$ cat src/rtl/pwm_multi_if.sv
// Peripheral-side Wishbone bundle: one clock, sync reset, single-beat strobe/ack
// handshake with 16-bit data in each direction.
interface iWishbone #(
  parameter int pAdrBits = 8
);
  logic                clk;
  logic                rst;
  logic                stb;
  logic                we;
  logic [pAdrBits-1:0] adr;
  logic [15:0]         dat_c;
  logic [15:0]         dat_p;
  logic                ack;

  modport mPeri (input clk, rst, stb, we, adr, dat_c, output dat_p, ack);
  modport mCtrl (input clk, rst, dat_p, ack, output stb, we, adr, dat_c);
endinterface

$ cat src/rtl/pwm_multi.sv
// Multi-channel Wishbone PWM: double-buffered duty, per-channel polarity, edge- or
// center-aligned counter, period counter; ack one cycle after stb, outputs registered.
module pwm_multi #(
  parameter int pWbHz     = 0,
  parameter int pOutHz    = 0,
  parameter int pChannels = 4,
  parameter int pBits     = 8
) (
  iWishbone.mPeri              wb,
  output logic [pChannels-1:0] pwm
);

  localparam longint lpMax = (longint'(1) << pBits) - 1;

  function automatic int calc_ticks();
    longint den;
    longint t;
    den = longint'(pOutHz) * lpMax;
    if (den <= 0) return 1;
    t = longint'(pWbHz) / den;
    return (t < 1) ? 1 : int'(t);
  endfunction

  localparam int               lpTicks  = calc_ticks();
  localparam int               lpPw     = (lpTicks > 1) ? $clog2(lpTicks) : 1;
  localparam logic [lpPw-1:0]  lpPreTop = lpPw'(lpTicks - 1);
  localparam logic [pBits-1:0] lpCntTop = pBits'(lpMax - 1);

  logic                            ack_q, ack_d;
  logic [15:0]                     dat_p_q, dat_p_d;
  logic                            en_q, en_d;
  logic                            center_q, center_d;
  logic                            mode_q;
  logic [pChannels-1:0]            pol_q, pol_d;
  logic [pChannels-1:0]            pwm_q, pwm_d;
  logic [pChannels-1:0][pBits-1:0] shadow_q, shadow_d;
  logic [pChannels-1:0][pBits-1:0] active_q;
  logic [pBits-1:0]                cnt_q;
  logic                            down_q;
  logic [lpPw-1:0]                 presc_q;
  logic [15:0]                     periods_q;

  logic [31:0] adr_u;
  logic        wr, rd;
  logic        tick, boundary, reload;
  logic [15:0] rdata;
  logic        unused_dat;

  assign adr_u      = 32'(wb.adr);
  assign unused_dat = ^wb.dat_c;

  // Writes use next-state values so a write landing on a boundary loads straight into active.
  always_comb begin
    wr       = wb.stb & wb.we & ~ack_q;
    rd       = wb.stb & ~wb.we & ~ack_q;
    ack_d    = wb.stb & ~ack_q;
    shadow_d = shadow_q;
    en_d     = en_q;
    center_d = center_q;
    pol_d    = pol_q;
    rdata    = '0;
    for (int n = 0; n < pChannels; n++) begin
      if (adr_u == 32'(n)) begin
        rdata = 16'(shadow_q[n]);
        if (wr) shadow_d[n] = wb.dat_c[pBits-1:0];
      end
    end
    if (adr_u == 32'(pChannels)) begin
      rdata = {14'd0, center_q, en_q};
      if (wr) begin
        en_d     = wb.dat_c[0];
        center_d = wb.dat_c[1];
      end
    end
    if (adr_u == 32'(pChannels + 1)) begin
      rdata = 16'(pol_q);
      if (wr) pol_d = wb.dat_c[pChannels-1:0];
    end
    if (adr_u == 32'(pChannels + 2)) rdata = periods_q;
    dat_p_d = rd ? rdata : 16'd0;
  end

  assign tick     = en_q && (presc_q == lpPreTop);
  assign boundary = tick && (mode_q ? (down_q && (cnt_q == '0)) : (cnt_q == lpCntTop));
  assign reload   = !en_q || boundary;

  always_comb begin
    pwm_d = pol_q;
    for (int n = 0; n < pChannels; n++) begin
      if (en_q) pwm_d[n] = (cnt_q < active_q[n]) ^ pol_q[n];
    end
  end

  always_ff @(posedge wb.clk) begin
    if (wb.rst) begin
      ack_q     <= 1'b0;
      dat_p_q   <= '0;
      en_q      <= 1'b0;
      center_q  <= 1'b0;
      mode_q    <= 1'b0;
      pol_q     <= '0;
      pwm_q     <= '0;
      shadow_q  <= '0;
      active_q  <= '0;
      cnt_q     <= '0;
      down_q    <= 1'b0;
      presc_q   <= '0;
      periods_q <= '0;
    end else begin
      ack_q    <= ack_d;
      dat_p_q  <= dat_p_d;
      en_q     <= en_d;
      center_q <= center_d;
      pol_q    <= pol_d;
      shadow_q <= shadow_d;
      pwm_q    <= pwm_d;
      if (reload) begin
        active_q <= shadow_d;
        mode_q   <= center_d;
      end
      if (boundary) periods_q <= periods_q + 16'd1;
      if (!en_q) begin
        presc_q <= '0;
        cnt_q   <= '0;
        down_q  <= 1'b0;
      end else if (!tick) begin
        presc_q <= presc_q + lpPw'(1);
      end else begin
        presc_q <= '0;
        // Center mode dwells one tick at each extreme while the direction flips.
        if (boundary) begin
          cnt_q  <= '0;
          down_q <= 1'b0;
        end else if (!mode_q) begin
          cnt_q <= cnt_q + pBits'(1);
        end else if (!down_q) begin
          if (cnt_q == lpCntTop) down_q <= 1'b1;
          else cnt_q <= cnt_q + pBits'(1);
        end else begin
          cnt_q <= cnt_q - pBits'(1);
        end
      end
    end
  end

  assign wb.ack   = ack_q;
  assign wb.dat_p = dat_p_q;
  assign pwm      = pwm_q;

endmodule
$ cat src/flat_wrapper.sv
// flat-port wrapper written by rule: the top's interface ports become plain ports
module pwm_multi_flat 
#(
  parameter int pWbHz     = 0,
  parameter int pOutHz    = 0,
  parameter int pChannels = 4,
  parameter int pBits     = 8
)
  (pwm, wb_clk, wb_rst, wb_stb, wb_we, wb_adr, wb_dat_c, wb_dat_p, wb_ack);
  iWishbone wb_i ();
  output logic [pChannels-1:0] pwm;
  input wire logic [$bits(wb_i.clk)-1:0] wb_clk;
  input wire logic [$bits(wb_i.rst)-1:0] wb_rst;
  input wire logic [$bits(wb_i.stb)-1:0] wb_stb;
  input wire logic [$bits(wb_i.we)-1:0] wb_we;
  input wire logic [$bits(wb_i.adr)-1:0] wb_adr;
  input wire logic [$bits(wb_i.dat_c)-1:0] wb_dat_c;
  output wire logic [$bits(wb_i.dat_p)-1:0] wb_dat_p;
  output wire logic [$bits(wb_i.ack)-1:0] wb_ack;
  assign wb_i.clk = wb_clk;
  assign wb_i.rst = wb_rst;
  assign wb_i.stb = wb_stb;
  assign wb_i.we = wb_we;
  assign wb_i.adr = wb_adr;
  assign wb_i.dat_c = wb_dat_c;
  assign wb_dat_p = wb_i.dat_p;
  assign wb_ack = wb_i.ack;
  pwm_multi #(.pWbHz(pWbHz), .pOutHz(pOutHz), .pChannels(pChannels), .pBits(pBits)) u_core (.wb(wb_i), .pwm(pwm));
endmodule
$ cat config.mk
export PLATFORM = sky130hd
export DESIGN_NAME = pwm_multi_flat
export DESIGN_NICKNAME = d
export VERILOG_FILES = /design/src/rtl/pwm_multi_if.sv /design/src/rtl/pwm_multi.sv /design/src/flat_wrapper.sv
export SDC_FILE = /design/constraint.sdc
export NUM_CORES = 1
export LEC_CHECK = 0
export ABC_AREA = 1
export CAP_MARGIN = 5
export CORE_MARGIN = 4
export CORE_UTILIZATION = 51
export CTS_CLUSTER_DIAMETER = 30
export DETAILED_ROUTE_END_ITERATION = 10
export GPL_TIMING_DRIVEN = 1
export PLACE_DENSITY = 0.85
export SYNTH_ARGS = -nofsm -noshare
export SYNTH_HDL_FRONTEND = slang
export SYNTH_SLANG_ARGS = --single-unit
$ cat constraint.sdc
create_clock -name wb_clk -period 1.6 [get_ports wb_clk]
set_input_delay 0.24 -clock wb_clk [delete_from_list [all_inputs] [get_ports wb_clk]]
set_output_delay 0.24 -clock wb_clk [all_outputs]
set_load 0.01 [all_outputs]
==> out/qor.txt <==
Final #Nets - 1,112
Leakage - 4.10 nW
Net Count, Synth - 988
MaxCap Viol Count - 0
Seq/Total Area, Yosys - 37.8%
I/O pin cnt - 49
Detailed Routing Iterations Pass 1 - 7
number of H-tree levels - 4
area grow syn2layout - 39.6%
Starting Density - 52.0%
vias per cell - 5.65
GR Util All Layers - 24.5%
clock sink count - 118
fin cells - 1,212
layout cell share with drive strength beyond 1 - 26.9%
drt initial violations - 1,023
CP Max Fanout - 8
Routed WL - 21,000 um
die width - 119 um
Post-Syn Area - 6250 um2
Max IR drop VDD - 0.640 mV
first-pass GRT wire length - 28,000 um
Adder-Cell Fraction of Synth Area - 6.41%
n_diodes - 0
failing checks - negative setup slack
GR Overflow Total - 0
WL per Instance - 17.3 um
design area - 8720 um2
XOR/XNOR Fraction of Synth Area - 2.38%
final setup skew - 8.23 ps
Worst-path clk slew - 60 ps
initial antenna violation count - 0
number of warnings issued by yosys - 0
top routing layer used - met4
placed instance area - 7380 um2
worst-path cell chain - inv_4 > ha_4 > inv_2 > nor3_4 > nand3_2 > o21ai_2 > nand2_4 > nand2_8 > clkbuf_16 > nand2_2 > o21ai_1 > inv_1
Placed Instances - 1,166
metal3 WL - 1920 um
Max Buffers Root-to-Sink - 2
WP data arrival - 2130 ps
Worst Setup Start Kind - flip-flop
clk_lat worst skew - 420 ps
Compound-Gate Fraction of Synth Area - 13.8%
Root Buffer - clkbuf_16
Slew Viols, Final - 0
RSZ-0062 raised after global routing - true
Met2 Wirelength - 10,200 um
R2R cell count - 12
largest net degree at the start of global routing - 33
multi-input logic area - 3570 um2
Cell Rows - 40
GP Congestion - 0.924
Synth Area in Simple Gates - 26.2%
Detail Placement HPWL - 12,200 um
Final ANT Viol Nets - 0
DIE AREA - 14,100 um2
Setup-failing EPs final - 59
hold path depth - 2
DRC - 0
main combinational cell family by area after synthesis - simple AND/OR/NAND/NOR gates
DIE HEIGHT - 119 um
CP max stage cell - dfxtp_2
Seq. cell area - 2370 um2
min-delay worst type - reg2reg
final worst setup slack - -225 ps
port bufs - 40
Synth cell types - 34
worst setup path class - reg2reg
DRT met1 WL - 7940 um
CTS buffer count - 17
Power Density - 793 nW/um2
mux cell area share after synthesis - 0%
max incr delay on CP - 330 ps
period utilisation layout - 114%
Final Hold Viols - 0
synthesized flop and latch total - 118
vias - 6,843
Syn Inst Count - 928
Setup crit end kind - flip-flop
CTS tree - done
fmax - 0.548 GHz
Layout fillers - 729
Syn Area/Cell - 6.73 um2
Critical Path RT - 1900 ps
vias in the first global route - 5,925
core area - 12,000 um2
min Tclk post-route - 1830 ps
status - complete, but fails checks
-- state kept, by name (all words and copies together) (netlist names), 4 cells and up --
signal / cells
u_core.shadow_q: 32
u_core.cnt_q: 8
u_core.active_q: 32
u_core.periods_q: 16
u_core.pol_q: 4
u_core.wb.dat_p: 16
u_core.pwm: 4
-- through the flow --
step           util, %  hold slack, ps  total power, mW  setup TNS [ps]  worst slack [ps]
2_1_floorplan        -             329             3.10               0              2.42
3_3_place_gp      61.5             442             3.23          -25030              -455
3_5_place_dp      61.5             450             3.23          -30070              -534
4_1_cts           66.8             450             6.89           -1880             -93.6
5_1_grt           72.6             492             7.08          -11600              -322
6_report          72.6             462             6.92           -5810              -225
-- per-layer routing --
layer	vias up	global-route usage, %
met5	-	0
met2	448	40.7
li1	3119	-
met3	100	5.17
met4	0	12.2
met1	3176	30.0
-- critical path, delay by kind of cell, from the launching register on --
family	cells	cell delay, ps
DFF	1	330
buffers and inverters	4	380
adders and majority gates	1	120
and+or+nand+nor	5	560
AOI/OAI and AO/OA	2	320
-- timing repair --
action                                  CTS  global route
gates cloned                              0             3
buffers inserted                          3             8
gates resized for setup                  21           139
endpoints found under the setup margin   56            90
pin swaps                                 0            22
hold buffers                              0             0
-- cell type report --
class / instances / share of cell area, %
repair inverters: 1 / 0.100
flip-flops and latches: 118 / 27.2
repair buffers: 130 / 15.0
inverters: 181 / 8.05
multi-input cells: 603 / 41.0
clock inverters: 13 / 1.52
clock buffers: 19 / 5.08
well taps: 147 / 2.11
-- cells in the mapped netlist, drive strengths merged --
cell	instances	area share [%]
nand3	34	2.8
a21oi	47	3.8
nand3b	1	0.12
o31ai	1	0.12
dfxtp	118	38
clkbuf	6	0.38
xnor2	1	0.14
xor2	16	2.2
nor3	28	2.7
ha	32	6.4
o211ai	2	0.24
nor2	78	4.8
buf	20	2.1
inv	181	11
o21a	4	0.48
nand2	252	15
conb	1	0.060
o21ai	102	9.1
nand4	4	0.40
-- kinds of logic (layout without fill, tap and decap cells) --
| group | count (synthesis) | after routing |
|---|---|---|
| AND/OR/NAND/NOR | 397 | 397 |
| buffers and inverters | 207 | 344 |
| AO/OA/AOI/OAI | 156 | 156 |
| flip-flops | 118 | 118 |
| adder cells (fa/ha/maj) | 32 | 32 |
| XOR/XNOR | 17 | 17 |
| other | 1 | 1 |
-- where the power goes --
part	total, mW	switching (mW)	internal (mW)
clock	3.72	1.40	2.32
sequential	2.95	0.00365	2.94
combinational	0.254	0.145	0.109
-- final timing paths --
kind,from,to,slack [ps]
min,u_core.periods_q[15]$_SDFFE_PP0N_,u_core.wb.dat_p[15]$_SDFF_PP0_,460
min reg2reg,u_core.periods_q[15]$_SDFFE_PP0N_,u_core.wb.dat_p[15]$_SDFF_PP0_,460
max,u_core.cnt_q[0]$_SDFFE_PP0P_,u_core.active_q[15]$_SDFFE_PP0P_,-230
max reg2reg,u_core.cnt_q[0]$_SDFFE_PP0P_,u_core.active_q[15]$_SDFFE_PP0P_,-230
-- placed cells by master, fill, tap and decap left out, types with 2 or more instances in the layout --
cell type and instances:
nand2_2 30, clkinv_2 5, dfxtp_1 113, dlymetal6s2s_1 5
clkdlybuf4s50_1 34, buf_6 9, nor3_2 3, nand2_4 8
o21ai_2 25, dfxtp_2 4, nand2_1 213, inv_4 4
o211ai_1 2, bufinv_16 2, xor2_1 16, nor3_1 21
nor3_4 4, inv_1 147, nand3_1 27, nor2_4 3
o21ai_0 66, nor2_2 10, ha_1 20, inv_2 29
nand4_1 4, clkinvlp_4 4, nand3_2 6, clkinv_4 2
buf_12 11, nor2_1 65, ha_4 12, a21oi_2 22
clkbuf_16 19, o21a_1 4, o21ai_1 10, a21oi_1 25
buf_8 2, buf_4 66
(Power assumes the default switching activity.)
==> edit: new RTL, same flow settings <==
`pChannels` is set to 4 in 2 places; all go to 3.
--- a/src/rtl/pwm_multi.sv
+++ b/src/rtl/pwm_multi.sv
@@ -5,3 +5,3 @@
   parameter int pOutHz    = 0,
-  parameter int pChannels = 4,
+  parameter int pChannels = 3,
   parameter int pBits     = 8
--- a/src/flat_wrapper.sv
+++ b/src/flat_wrapper.sv
@@ -5,3 +5,3 @@
   parameter int pOutHz    = 0,
-  parameter int pChannels = 4,
+  parameter int pChannels = 3,
   parameter int pBits     = 8
Interface: changed (resized pwm); port bits go from 49 to 48. No check against the original RTL was run, so the function may have changed too.
==> edit against the unedited design <==
Cell area decreased by 19%. Via count down 20%. Sequential cell count fell by 18. The run still ends with negative setup slack left. Worst setup slack improved by 0.13 ns. Wire length is 29% lower. Total power fell by 36%. Synthesized area is 13% lower. Largest cell class unchanged. Hold slack better by 0.014 ns. Synthesized cell count is 13% lower. Count of clock-buffer cells in the layout is 10 lower.
==> edit: results <==
setup_path:
  cp_slowest_cell: "dfxtp_2"
  cpLargestDelayFamily: "simple AND/OR/NAND/NOR gates"
  worstPathMaxFanout: 11
  critPathLaunch: "u_core.cnt_q[0]$_SDFFE_PP0P_"
  critical-path-max-stage-delay_ns: 0.35
  worstPathArrival_ns: 1.98
grt:
  grt_pass1_vias: 5175
  grt_usage: 0.2332
  grt_pass1_wl_um: 23870
  grt_max_degree: 31
  antenna_found_initial: 0
place:
  dp_cells: 1035
  placed_area_sq_um: 6389
  portBuffers: 39
  gp_congestion: 0.9364
  dpl.hpwl_um: 10230
synth:
  synthTopCellsByArea: "dfxtp_1 37%, nand2_1 19%, inv_1 9.0%, ha_1 5.8%, o21ai_0 4.6%"
  synth_nets: 864
  synth-main-ff-cell: "dfxtp_1"
  syn_avg_cell_area_sq_um: 6.669
  synth_commonest_cells: "271 x nand2_1, 130 x inv_1, 100 x dfxtp_1, 52 x nor2_1, 50 x o21ai_0"
  synth.distinct_cells: 41
  synth_edf_count: 0
  ys_warn_count: 0
  yosysSeqAreaShare: 0.3701
  synth-async-reset-ratio: 0
min_path:
  hold_start: "u_core.active_q[10]$_SDFFE_PP0P_"
routing:
  routed_wl_um: 14830
  wl_met2_um: 6999
  via_count: 5501
  dr_wl_met3_um: 1109
  wl_per_cell_um: 14.06
  wl_met1_um: 6129
  drtPass1Iterations: 6
  drt-initial-drc-count: 467
  highest_layer: "met4"
power:
  peakVddDrop_v: 0.0003976
  p_leak_uw: 0.003351
cells_and_area:
  layout-drive-gt1-share: 0.2155
  fillers: 777
  reg_top3: "u_core.active_q: 24 flops, u_core.shadow_q: 24 flops"
  fin_nets: 967
outcome:
  failed_checks: "negative setup slack"
  status: "finished with violations"
timing:
  setup_tns_ns: -1.702
  setup_viol: 39
  worst_slack_ns: -0.09298
  fin_skew_ns: 0.01262
clock_network:
  cts_max_level: 3
  clock_latency_ns: 0.38
  cts_made_buffers: 9
  clkTransAtPathRegs_ns: 0.11
  ctsRootBufferMaster: "clkbuf_8"
-- edit: cell types whose count changed after synthesis, sizes merged, moves of 10 or more --
cell   before  now
nand2     252  278
dfxtp     118  100
a21oi      47   33
nor3       28   18
inv       181  145
nor2       78   57
o21ai     102   72
-- edit: logic make-up (layout without fill, tap and decap cells) --
group,count (synthesis),count (layout),synth area share
DFF,100,100,0.3701
and+or+nand+nor,389,390,0.2991
adders and majority gates,25,25,0.05783
other,1,1,0.0006933
xor gates and xnor gates,14,14,0.02267
buffers and inverters,169,276,0.1300
AOI/OAI and AO/OA,113,113,0.1196
-- edit: worst paths after layout --
path | end | slack (ns) | cells past startpoint
max | u_core.periods_q[13]$_SDFFE_PP0N_ | -0.09 | 11
min | u_core.active_q[10]$_SDFFE_PP0P_ | 0.48 | 2
max reg2reg | u_core.periods_q[13]$_SDFFE_PP0N_ | -0.09 | 11
min reg2reg | u_core.active_q[10]$_SDFFE_PP0P_ | 0.48 | 2
-- edit: power breakdown --
group / total [uW] / internal, uW / leakage (uW) / switching [uW]
Combinational: 214 / 105 / 0.00244 / 109
Clock: 1730 / 749 / 0.000101 / 981
Sequential: 2490 / 2490 / 0.000809 / 3.43
-- edit: tightest hold or removal path, cell delays in order, from the launching register on --
cell	delay, ns
dfxtp_1	0.35
o21ai_2	0.06
inv_1	0.04
-- edit: area by class of cell --
type	instances	area [sq um]	area share
Sequential cell	100	2014	0.2865
Inverter	148	580.6	0.08258
Timing Repair Buffer	112	1037	0.1475
Tap cell	136	170.2	0.02420
Clock buffer	9	123.9	0.01762
Multi-Input combinational cell	543	3023	0.4300
Clock inverter	7	81.33	0.01157
-- edit: through the flow --
stage          total power, uW  setup slack (ns)
3_3_place_gp              2752           -0.3206
4_1_cts                   4436          -0.03154
5_1_grt                   4587           -0.1776
6_report                  4435          -0.09298
3_5_place_dp              2754           -0.3411
2_1_floorplan             2633           0.03325
-- edit: timing repair --
action / 4_1_cts / 5_1_grt
resized for setup: 33 / 66
setup buffers: 2 / 1
endpoints found under the setup margin: 50 / 56
pin swaps: 10 / 21
gates cloned: 1 / 1
-- edit: per-layer routing --
metal | up-vias | track usage
li1 | 2710 | -
met1 | 2485 | 0.2987
met2 | 250 | 0.3847
met3 | 56 | 0.04258
met4 | 0 | 0.09934
met5 | - | 0
